[src/rtl/spi_master_16bit.sv]
// SPI mode-3 master: one 16-bit word per SS_n assertion, MSB first, with the response
// word captured from MISO in the same frame. SCLK, SS_n and MOSI are all registered.
module spi_master_16bit #(
    parameter int unsigned CLK_DIV = 6,  // clk cycles per SCLK half-period, >= 2
    parameter int unsigned SS_LEAD = 2,  // SS_n low before first SCLK falling edge, >= 1
    parameter int unsigned SS_LAG  = 2,  // after last SCLK rising edge before SS_n rises, >= 1
    parameter int unsigned SS_GAP  = 4   // SS_n high after a frame before ready, >= 1
) (
    input  logic        clk,
    input  logic        rst_n,
    input  logic        start,
    input  logic [15:0] tx_data,
    input  logic        abort,
    output logic        ready,
    output logic        busy,
    output logic [15:0] rx_data,
    output logic        rx_valid,
    output logic        SS_n,
    output logic        SCLK,
    output logic        MOSI,
    input  logic        MISO
);

    localparam int unsigned HW   = (CLK_DIV > 1) ? $clog2(CLK_DIV) : 1;
    localparam int unsigned TMX0 = (SS_LEAD > SS_LAG) ? SS_LEAD : SS_LAG;
    localparam int unsigned TMAX = (TMX0 > SS_GAP) ? TMX0 : SS_GAP;
    localparam int unsigned TW   = (TMAX > 1) ? $clog2(TMAX) : 1;

    typedef enum logic [2:0] {StIdle, StLead, StShift, StLag, StGap} state_e;

    state_e        state_q, state_d;
    logic [HW-1:0] hcnt_q, hcnt_d;        // SCLK half-period counter
    logic [TW-1:0] tcnt_q, tcnt_d;        // LEAD/LAG/GAP duration counter
    logic [4:0]    bit_cnt_q, bit_cnt_d;  // SCLK rising edges seen this frame
    logic [15:0]   shift_tx_q, shift_tx_d;
    logic [15:0]   shift_rx_q, shift_rx_d;
    logic [15:0]   rx_data_q, rx_data_d;
    logic          rx_valid_q, rx_valid_d;
    logic          sclk_q, sclk_d;
    logic          ss_n_q, ss_n_d;
    logic          mosi_q, mosi_d;
    logic          miso_q;

    // State and datapath registers; async reset returns the bus to idle immediately
    always_ff @(posedge clk or negedge rst_n) begin
        if (!rst_n) begin
            state_q    <= StIdle;
            hcnt_q     <= '0;
            tcnt_q     <= '0;
            bit_cnt_q  <= '0;
            shift_tx_q <= '0;
            shift_rx_q <= '0;
            rx_data_q  <= '0;
            rx_valid_q <= 1'b0;
            sclk_q     <= 1'b1;
            ss_n_q     <= 1'b1;
            mosi_q     <= 1'b0;
            miso_q     <= 1'b0;
        end else begin
            state_q    <= state_d;
            hcnt_q     <= hcnt_d;
            tcnt_q     <= tcnt_d;
            bit_cnt_q  <= bit_cnt_d;
            shift_tx_q <= shift_tx_d;
            shift_rx_q <= shift_rx_d;
            rx_data_q  <= rx_data_d;
            rx_valid_q <= rx_valid_d;
            sclk_q     <= sclk_d;
            ss_n_q     <= ss_n_d;
            mosi_q     <= mosi_d;
            miso_q     <= MISO;
        end
    end

    // Next-state logic for the frame sequencer and the SPI pins
    always_comb begin
        state_d    = state_q;
        hcnt_d     = hcnt_q;
        tcnt_d     = tcnt_q;
        bit_cnt_d  = bit_cnt_q;
        shift_tx_d = shift_tx_q;
        shift_rx_d = shift_rx_q;
        rx_data_d  = rx_data_q;
        rx_valid_d = 1'b0;
        sclk_d     = sclk_q;
        ss_n_d     = ss_n_q;
        mosi_d     = mosi_q;

        case (state_q)
            StIdle: begin
                // abort is ignored here, so start wins when both are high
                if (start) begin
                    shift_tx_d = tx_data;
                    shift_rx_d = '0;
                    bit_cnt_d  = '0;
                    tcnt_d     = '0;
                    ss_n_d     = 1'b0;
                    state_d    = StLead;
                end
            end
            StLead: begin
                if (abort) begin
                    state_d = StGap;
                end else if (tcnt_q == TW'(SS_LEAD - 1)) begin
                    // First falling edge carries the MSB out
                    sclk_d     = 1'b0;
                    mosi_d     = shift_tx_q[15];
                    shift_tx_d = {shift_tx_q[14:0], 1'b0};
                    hcnt_d     = '0;
                    state_d    = StShift;
                end else begin
                    tcnt_d = tcnt_q + 1'b1;
                end
            end
            StShift: begin
                if (abort) begin
                    state_d = StGap;
                end else if (hcnt_q == HW'(CLK_DIV - 1)) begin
                    hcnt_d = '0;
                    if (!sclk_q) begin
                        sclk_d     = 1'b1;
                        shift_rx_d = {shift_rx_q[14:0], miso_q};
                        bit_cnt_d  = bit_cnt_q + 1'b1;
                    end else if (bit_cnt_q == 5'd16) begin
                        tcnt_d  = '0;
                        state_d = StLag;
                    end else begin
                        sclk_d     = 1'b0;
                        mosi_d     = shift_tx_q[15];
                        shift_tx_d = {shift_tx_q[14:0], 1'b0};
                    end
                end else begin
                    hcnt_d = hcnt_q + 1'b1;
                end
            end
            StLag: begin
                if (abort) begin
                    state_d = StGap;
                end else if (tcnt_q == TW'(SS_LAG - 1)) begin
                    rx_data_d  = shift_rx_q;
                    rx_valid_d = 1'b1;
                    state_d    = StGap;
                end else begin
                    tcnt_d = tcnt_q + 1'b1;
                end
            end
            StGap: begin
                if (tcnt_q == TW'(SS_GAP - 1)) begin
                    state_d = StIdle;
                end else begin
                    tcnt_d = tcnt_q + 1'b1;
                end
            end
            default: state_d = StIdle;
        endcase

        // Every entry into GAP (normal end or abort) parks the bus
        if (state_q != StGap && state_d == StGap) begin
            sclk_d = 1'b1;
            ss_n_d = 1'b1;
            mosi_d = 1'b0;
            tcnt_d = '0;
        end
    end

    assign ready    = (state_q == StIdle);
    assign busy     = (state_q != StIdle);
    assign rx_data  = rx_data_q;
    assign rx_valid = rx_valid_q;
    assign SS_n     = ss_n_q;
    assign SCLK     = sclk_q;
    assign MOSI     = mosi_q;

endmodule

[config.mk]
export PLATFORM = sky130hd
export DESIGN_NAME = spi_master_16bit
export DESIGN_NICKNAME = d
export VERILOG_FILES = /design/src/rtl/spi_master_16bit.sv
export SDC_FILE = /design/constraint.sdc
export NUM_CORES = 1
export LEC_CHECK = 0
export ABC_AREA = 1
export BUFFER_PORTS_ARGS = -buffer_cell sky130_fd_sc_hd__buf_2
export CORE_UTILIZATION = 45
export CTS_CLUSTER_SIZE = 14
export DETAILED_ROUTE_END_ITERATION = 10
export PLACE_DENSITY = 0.71
export SYNTH_ARGS = -nofsm -noshare
export SYNTH_HDL_FRONTEND = slang
export SYNTH_SLANG_ARGS = --single-unit
[constraint.sdc]
create_clock -name clk -period 3.8 [get_ports clk]
set_input_delay 0.57 -clock clk [delete_from_list [all_inputs] [get_ports clk]]
set_output_delay 0.57 -clock clk [all_outputs]
set_load 0.01 [all_outputs]
==> impl_metrics.csv, run 1 <==
group,metric,value,unit
sta,maxSlewViolCount,0,
logic_synthesis,synth_top_area_cell,"dfrtp_1",
sta,max_clock_freq,495,MHz
cts,cts_tree,"yes",
drt,vias_per_cell,4.93,
floorplan,die-area,7310,um^2
logic_synthesis,synth-seq-area-share,52.7,%
floorplan,die_w,85.5,um
cts,cts_sinks,66,
global_routing,antenna_found_initial,0,
cts,clockRootBuffer,"clkbuf_8",
setup_path,worstPathArrival,2.22,ns
setup_path,worst-path-buf-inv,2,
global_routing,gr-usage-all-layers,18.8,%
drt,ant_nets,0,
sta,fin_crit_sh,53.1,%
flow_run,drv_cap,0,
pwr,p_sw_share,41.9,%
hold_path,min_path_type,"in2reg",
global_routing,overflow,0,
cells_and_area,post-route-cell-area,3580,um^2
floorplan,fp-row-count,30,
setup_path,cp_top_family,"simple AND/OR/NAND/NOR gates",
logic_synthesis,synthTopCellsByArea,"dfrtp_1, nand2_1, nand3_1, o21ai_0, inv_1",
global_routing,grt_max_degree,49,
placement,dpl-instance-area,3380,um^2
floorplan,pin_count,43,
sta,period_minus_slack,2.02,ns
cells_and_area,final_nets,461,
cells_and_area,drive_gt1_share,17.5,%
placement,routabilityCongestion,0.855,
sta,hold_viol,0,
cts,post_cts_buffers,0,
run_status,outcome,"finished clean",
placement,io_buffers,42,
logic_synthesis,yosysMostFrequentCell,"nand2_1",
drt,wl,6190,um
cts,cts-resized-gates,0,
logic_synthesis,synthArstFlopShare,100,%
cts,clockBufferDepth,2,
pwr,power_density,709,nW/um^2
logic_synthesis,yosysWarnings,0,
logic_synthesis,netlist.area_leader.share,51.0,%
sta,maxSlewHeadroom,31.6,%
drt,drt_iter0_markers,142,
floorplan,die_h,85.5,um
drt,drc,0,
logic_synthesis,synth.cell_area,3140,um^2
setup_path,slowest_stage,"dfrtp_1",
placement,dp_slack,1.58,ns
logic_synthesis,synth_flop_cell,"dfrtp_1",
floorplan,core_area,6760,um^2
logic_synthesis,synthTopCellsByCount,"nand2_1, dfrtp_1, inv_1, nand3_1, o21ai_0",
pwr,combPwrFrac,38.8,%
pwr,clkPwrFrac,23.3,%
pwr,ir_drop,0.332,mV
setup_path,endpoint_kind,"flip-flop",
setup_path,cp-start-kind,"flip-flop",
sta,worst_slew_pin_slew,1.03,ns
pwr,intPower,1.48,mW
setup_path,cp_cell_sequence,"inv_2 -> nand2_2 -> nor2_2 -> o21ai_2 -> nand2_2 -> inv_1 -> nand3_1 -> o21ai_0",
drt,dr.pass1.iters,4,
cells_and_area,post-route-util,53.1,%
global_routing,first_global_vias,2510,
setup_path,crit_type,"reg2reg",
cts,cts_inserted_buffers,9,
drt,num_vias,2566,
pwr,switchingPower,1.06,mW
setup_path,slowest_delay,0.44,ns
placement,hpwlAfterDp,4300,um
logic_synthesis,yosysUniqueCellTypes,30,
sta,setup_ws,1.78,ns
logic_synthesis,ys_ff_latch,66,
cells_and_area,antenna_cells,0,
setup_path,crit_top_cell,"nand2_2",
logic_synthesis,syn-num-nets,419,
sta,finalSetupTns,0,ns
sta,hold-worst-slack,0.333,ns
global_routing,grt_pass1_wl,10800,um
pwr,leakagePower,1.94,nW
cts,ctsHtreeMaxLevel,3,
sta,rsz0062_at_grt,"no",
floorplan,start_util,46.4,%
cells_and_area,areaGrowthSynthToFinish,14.2,%
logic_synthesis,synth_area_per_cell,7.96,um^2
cts,cts_hold_buffers,0,
sta,setup_viol,0,
drt,wl_per_cell,11.9,um
logic_synthesis,syn_inst,394,
cts,cts.reportedPaths.clkPinSlew,0.07,ns
cts,clock_latency,0.34,ns
sta,fin_skew,0.0117,ns
setup_path,cp_data_required_time,4.00,ns
pwr,p_seq_share,38.0,%
logic_synthesis,synth_edf_count,0,
setup_path,path_max_fanout,18,
## power by group through the flow
stage | clock network [mW] | logic, mW | registers [mW]
floorplan | 0 | 0.808 | 0.962
global placement | 0 | 0.966 | 0.974
detailed placement | 0 | 0.996 | 0.974
CTS | 0.607 | 0.994 | 0.964
global route | 0.635 | 1.14 | 0.985
finish | 0.591 | 0.985 | 0.964
## path summary, 6_finish.rpt
kind / end / slack (ns) / cells past startpoint / startpoint
max: bit_cnt_q[0]$_DFFE_PN0P_ / 1.78 / 8 / state_q[2]$_DFF_PN0_
min: miso_q$_DFF_PN0_ / 0.33 / 1 / MISO
max reg2reg: bit_cnt_q[0]$_DFFE_PN0P_ / 1.78 / 8 / state_q[2]$_DFF_PN0_
min reg2reg: shift_rx_q[0]$_DFFE_PN0P_ / 0.46 / 2 / miso_q$_DFF_PN0_
max in group asynchronous: SCLK$_DFFE_PN1P_ / 2.49 / 2 / rst_n
min in group asynchronous: rx_data[15]$_DFFE_PN0P_ / 0.41 / 1 / rst_n
## flip-flops by register name (all words and copies together) (netlist names), 2 cells and up
| signal | count |
|---|---|
| tcnt_q | 2 |
| bit_cnt_q | 5 |
| hcnt_q | 3 |
| shift_rx_q | 16 |
| rx_data | 16 |
| shift_tx_q | 16 |
| state_q | 3 |
## logic make-up after synthesis
kind of cell | after synthesis | share of synthesized area, %
compound gates | 42 | 7.50
xor+xnor | 3 | 0.837
fa+ha+maj | 4 | 1.59
buf+inv | 48 | 6.70
flops | 66 | 52.7
simple gates | 231 | 30.7
## area by class of cell
class                      instances  area (um^2)
inverter                          36          135
fill                             637         3170
sequential                        66         1650
multi-input combinational        280         1270
clock buffer                      10          138
timing repair buffer              43          218
tap                               80          100
clock inverter                     6         66.3
## metal layers
| layer | track usage [%] | part of all wire (%) | vias up | routed length [um] |
|---|---|---|---|---|
| met3 | 3.37 | 3.1 | 12 | 194 |
| met5 | 0 | 0 | - | 0 |
| li1 | - | - | 1325 | - |
| met4 | 9.70 | 1.9 | 0 | 119 |
| met1 | 24.5 | 49 | 1181 | 3040 |
| met2 | 30.4 | 46 | 48 | 2840 |
## cell usage in the layout (no fill, tap or decap), types with 4 or more instances in the layout
cell and count:
a21oi_1 4, buf_2 42, clkbuf_8 10, dfrtp_1 64
ha_1 4, inv_1 32, inv_2 4, nand2_1 165
nand2_2 5, nand3_1 31, nand4_1 5, nor2_1 17
o21ai_0 31
## stage by stage
| stage | power, mW | instances |
|---|---|---|
| 2_1_floorplan | 1.77 | 394 |
| 5_1_grt | 2.76 | 521 |
| 4_1_cts | 2.56 | 521 |
| 3_5_place_dp | 1.97 | 505 |
| 6_report | 2.54 | 521 |
| 3_3_place_gp | 1.94 | 505 |
(Power assumes the default switching activity.)
==> inputs of run 2 (changes only) <==
--- a/config.mk
+++ b/config.mk
@@ -10,7 +10,7 @@
 export CORE_UTILIZATION = 45
 export CTS_CLUSTER_SIZE = 14
 export DETAILED_ROUTE_END_ITERATION = 10
-export PLACE_DENSITY = 0.71
+export PLACE_DENSITY = 0.73
 export SYNTH_ARGS = -nofsm -noshare
 export SYNTH_HDL_FRONTEND = slang
 export SYNTH_SLANG_ARGS = --single-unit
==> constraint.sdc (replaced) <==
create_clock -name clk -period 1.73 [get_ports clk]
set_input_delay 0.2595 -clock clk [delete_from_list [all_inputs] [get_ports clk]]
set_output_delay 0.2595 -clock clk [all_outputs]
set_load 0.01 [all_outputs]
==> run 2 against run 1 <==
Against the previous run: non-clock buffer count is 14 higher; hold slack worse by 0.30 ns; sequential power is 120% higher; highest routed layer unchanged; power is 130% higher; cell count is 2.3% higher; critical path depth is 3 lower; clock skew is 0.0057 ns lower; clock power is 84% higher; routed wire length is 2.1% higher.
==> impl_metrics.csv, run 2 (synthesized netlist as in run 1, its figures left out) <==
group,metric,value,unit
drt,wl,6330,um
floorplan,die-area,7310,um^2
global_routing,overflow,0,
sta,fin_skew,0.00599,ns
floorplan,start_util,46.4,%
sta,max_clock_freq,629,MHz
cts,cts.reportedPaths.clkPinSlew,0.07,ns
cts,clockRootBuffer,"clkbuf_8",
floorplan,core_area,6760,um^2
global_routing,antenna_found_initial,0,
global_routing,gr-usage-all-layers,19.2,%
setup_path,r2r-end,"shift_tx_q[0]$_DFFE_PN0P_",
cells_and_area,areaGrowthSynthToFinish,18.1,%
cts,clock_latency,0.33,ns
setup_path,cp-start-kind,"flip-flop",
drt,dr.pass1.iters,4,
cts,cts_inserted_buffers,9,
sta,maxSlewViolCount,0,
placement,routabilityCongestion,0.911,
sta,worst_slew_pin_slew,0.351,ns
floorplan,die_w,85.5,um
cts,post_cts_buffers,0,
setup_path,worstSetupEndpoint,"ready",
drt,num_vias,2663,
setup_path,endpoint_kind,"primary output",
setup_path,crit_type,"reg2out",
cts,clockBufferDepth,2,
global_routing,grt_max_degree,67,
sta,finalSetupTns,0,ns
global_routing,grt_pass1_wl,11100,um
sta,setup_viol,0,
sta,hold_viol,0,
cells_and_area,layout_common_cells,"nand2_1, dfrtp_1, buf_2",
drt,drc,0,
floorplan,die_h,85.5,um
setup_path,reg2reg_depth,10,
floorplan,fp-row-count,30,
pwr,p_total,5.74,mW
pwr,power_density,1550,nW/um^2
drt,wl_per_cell,11.9,um
flow_run,drv_cap,0,
pwr,leakagePower,2.00,nW
sta,hold-worst-slack,0.0289,ns
placement,io_buffers,42,
sta,rsz0062_at_grt,"no",
drt,drt_iter0_markers,136,
cells_and_area,nFillCells,644,
cells_and_area,final_common_cell,"nand2_1",
global_routing,first_global_vias,2450,
setup_path,r2r-start,"bit_cnt_q[0]$_DFFE_PN0P_",
setup_path,crit_path_start,"state_q[0]$_DFF_PN0_",
setup_path,cp_data_required_time,1.47,ns
setup_path,reg2reg_slack,0.17,ns
setup_path,worstPathArrival,1.33,ns
cts,ctsHtreeMaxLevel,3,
sta,period_minus_slack,1.59,ns
cts,cts_tree,"yes",
cts,cts_sinks,66,
placement,hpwlAfterDp,4400,um
cells_and_area,antenna_cells,0,
run_status,outcome,"finished clean",
sta,maxSlewHeadroom,76.6,%
floorplan,pin_count,43,
hold_path,min_path_type,"in2reg",
cells_and_area,final_nets,475,
sta,fin_crit_sh,91.9,%
hold_path,hold_start,"MISO",
drt,vias_per_cell,5.00,
drt,ant_nets,0,
setup_path,path_max_fanout,7,
pwr,ir_drop,0.694,mV
cells_and_area,drive_gt1_share,19.6,%
[run 2: cell types whose count changed in the layout (fill, tap and decap cells not counted), moves of 2 or more]
cell,change
buf_4,+7
buf_12,+4
clkinv_4,-3
buf_6,+2
dfrtp_1,-2
dfrtp_2,+2
[run 2: area by class of cell]
cell class | instances | area, um^2 | area share, %
clock buffer | 11 | 141 | 3.81
clock inverter | 3 | 17.5 | 0.472
inverter | 36 | 135 | 3.64
multi-input combinational | 280 | 1270 | 34.4
sequential | 66 | 1660 | 44.7
tap | 80 | 100 | 2.70
timing repair buffer | 57 | 383 | 10.3
[run 2: worst min path at each step]
stage | end | slack, ns | cells past startpoint
finish | miso_q$_DFF_PN0_ | 0.03 | 1
global route | miso_q$_DFF_PN0_ | 0.01 | 1
CTS | miso_q$_DFF_PN0_ | 0.01 | 1
detailed placement | rx_data[2]$_DFFE_PN0P_ | 0.30 | 2
global placement | rx_data[1]$_DFFE_PN0P_ | 0.30 | 2
floorplan | MOSI$_DFFE_PN0P_ | -0.04 | 0
[run 2: metrics by stage]
step	utilization (%)	area [um^2]	worst slack, ns	instances
after global routing	54.9	3710	0.0130	533
after detailed placement	52.2	3530	0.133	518
after floorplan	-	3140	0.204	394
after CTS	54.7	3700	0.0915	533
after global placement	52.2	3530	0.117	518
final	54.9	3710	0.140	533
[run 2: routing by layer]
layer	wire length (um)	global-route usage (%)
met3	316	4.52
met4	61	6.82
met1	3090	26.2
met5	0	0
met2	2860	30.1
[run 2: worst max-delay path, cell delays in order (launching register included)]
cell     delay [ns]
dfrtp_2        0.46
nor2_1         0.16
buf_4          0.14
nand2_1        0.05
inv_1          0.06
buf_2          0.12
[run 2: repair_timing]
action | in CTS | in global routing
endpoints found under the setup margin | 0 | 13
resized for setup | 0 | 4
hold buffers | 1 | 0
hold endpoints to repair | 64 | 0
[run 2: power by group]
group | internal [mW] | total, mW | switching [mW]
sequential | 1.89 | 2.12 | 0.228
clock | 0.538 | 1.09 | 0.548
combinational | 0.920 | 2.53 | 1.61
total | 3.35 | 5.74 | 2.38
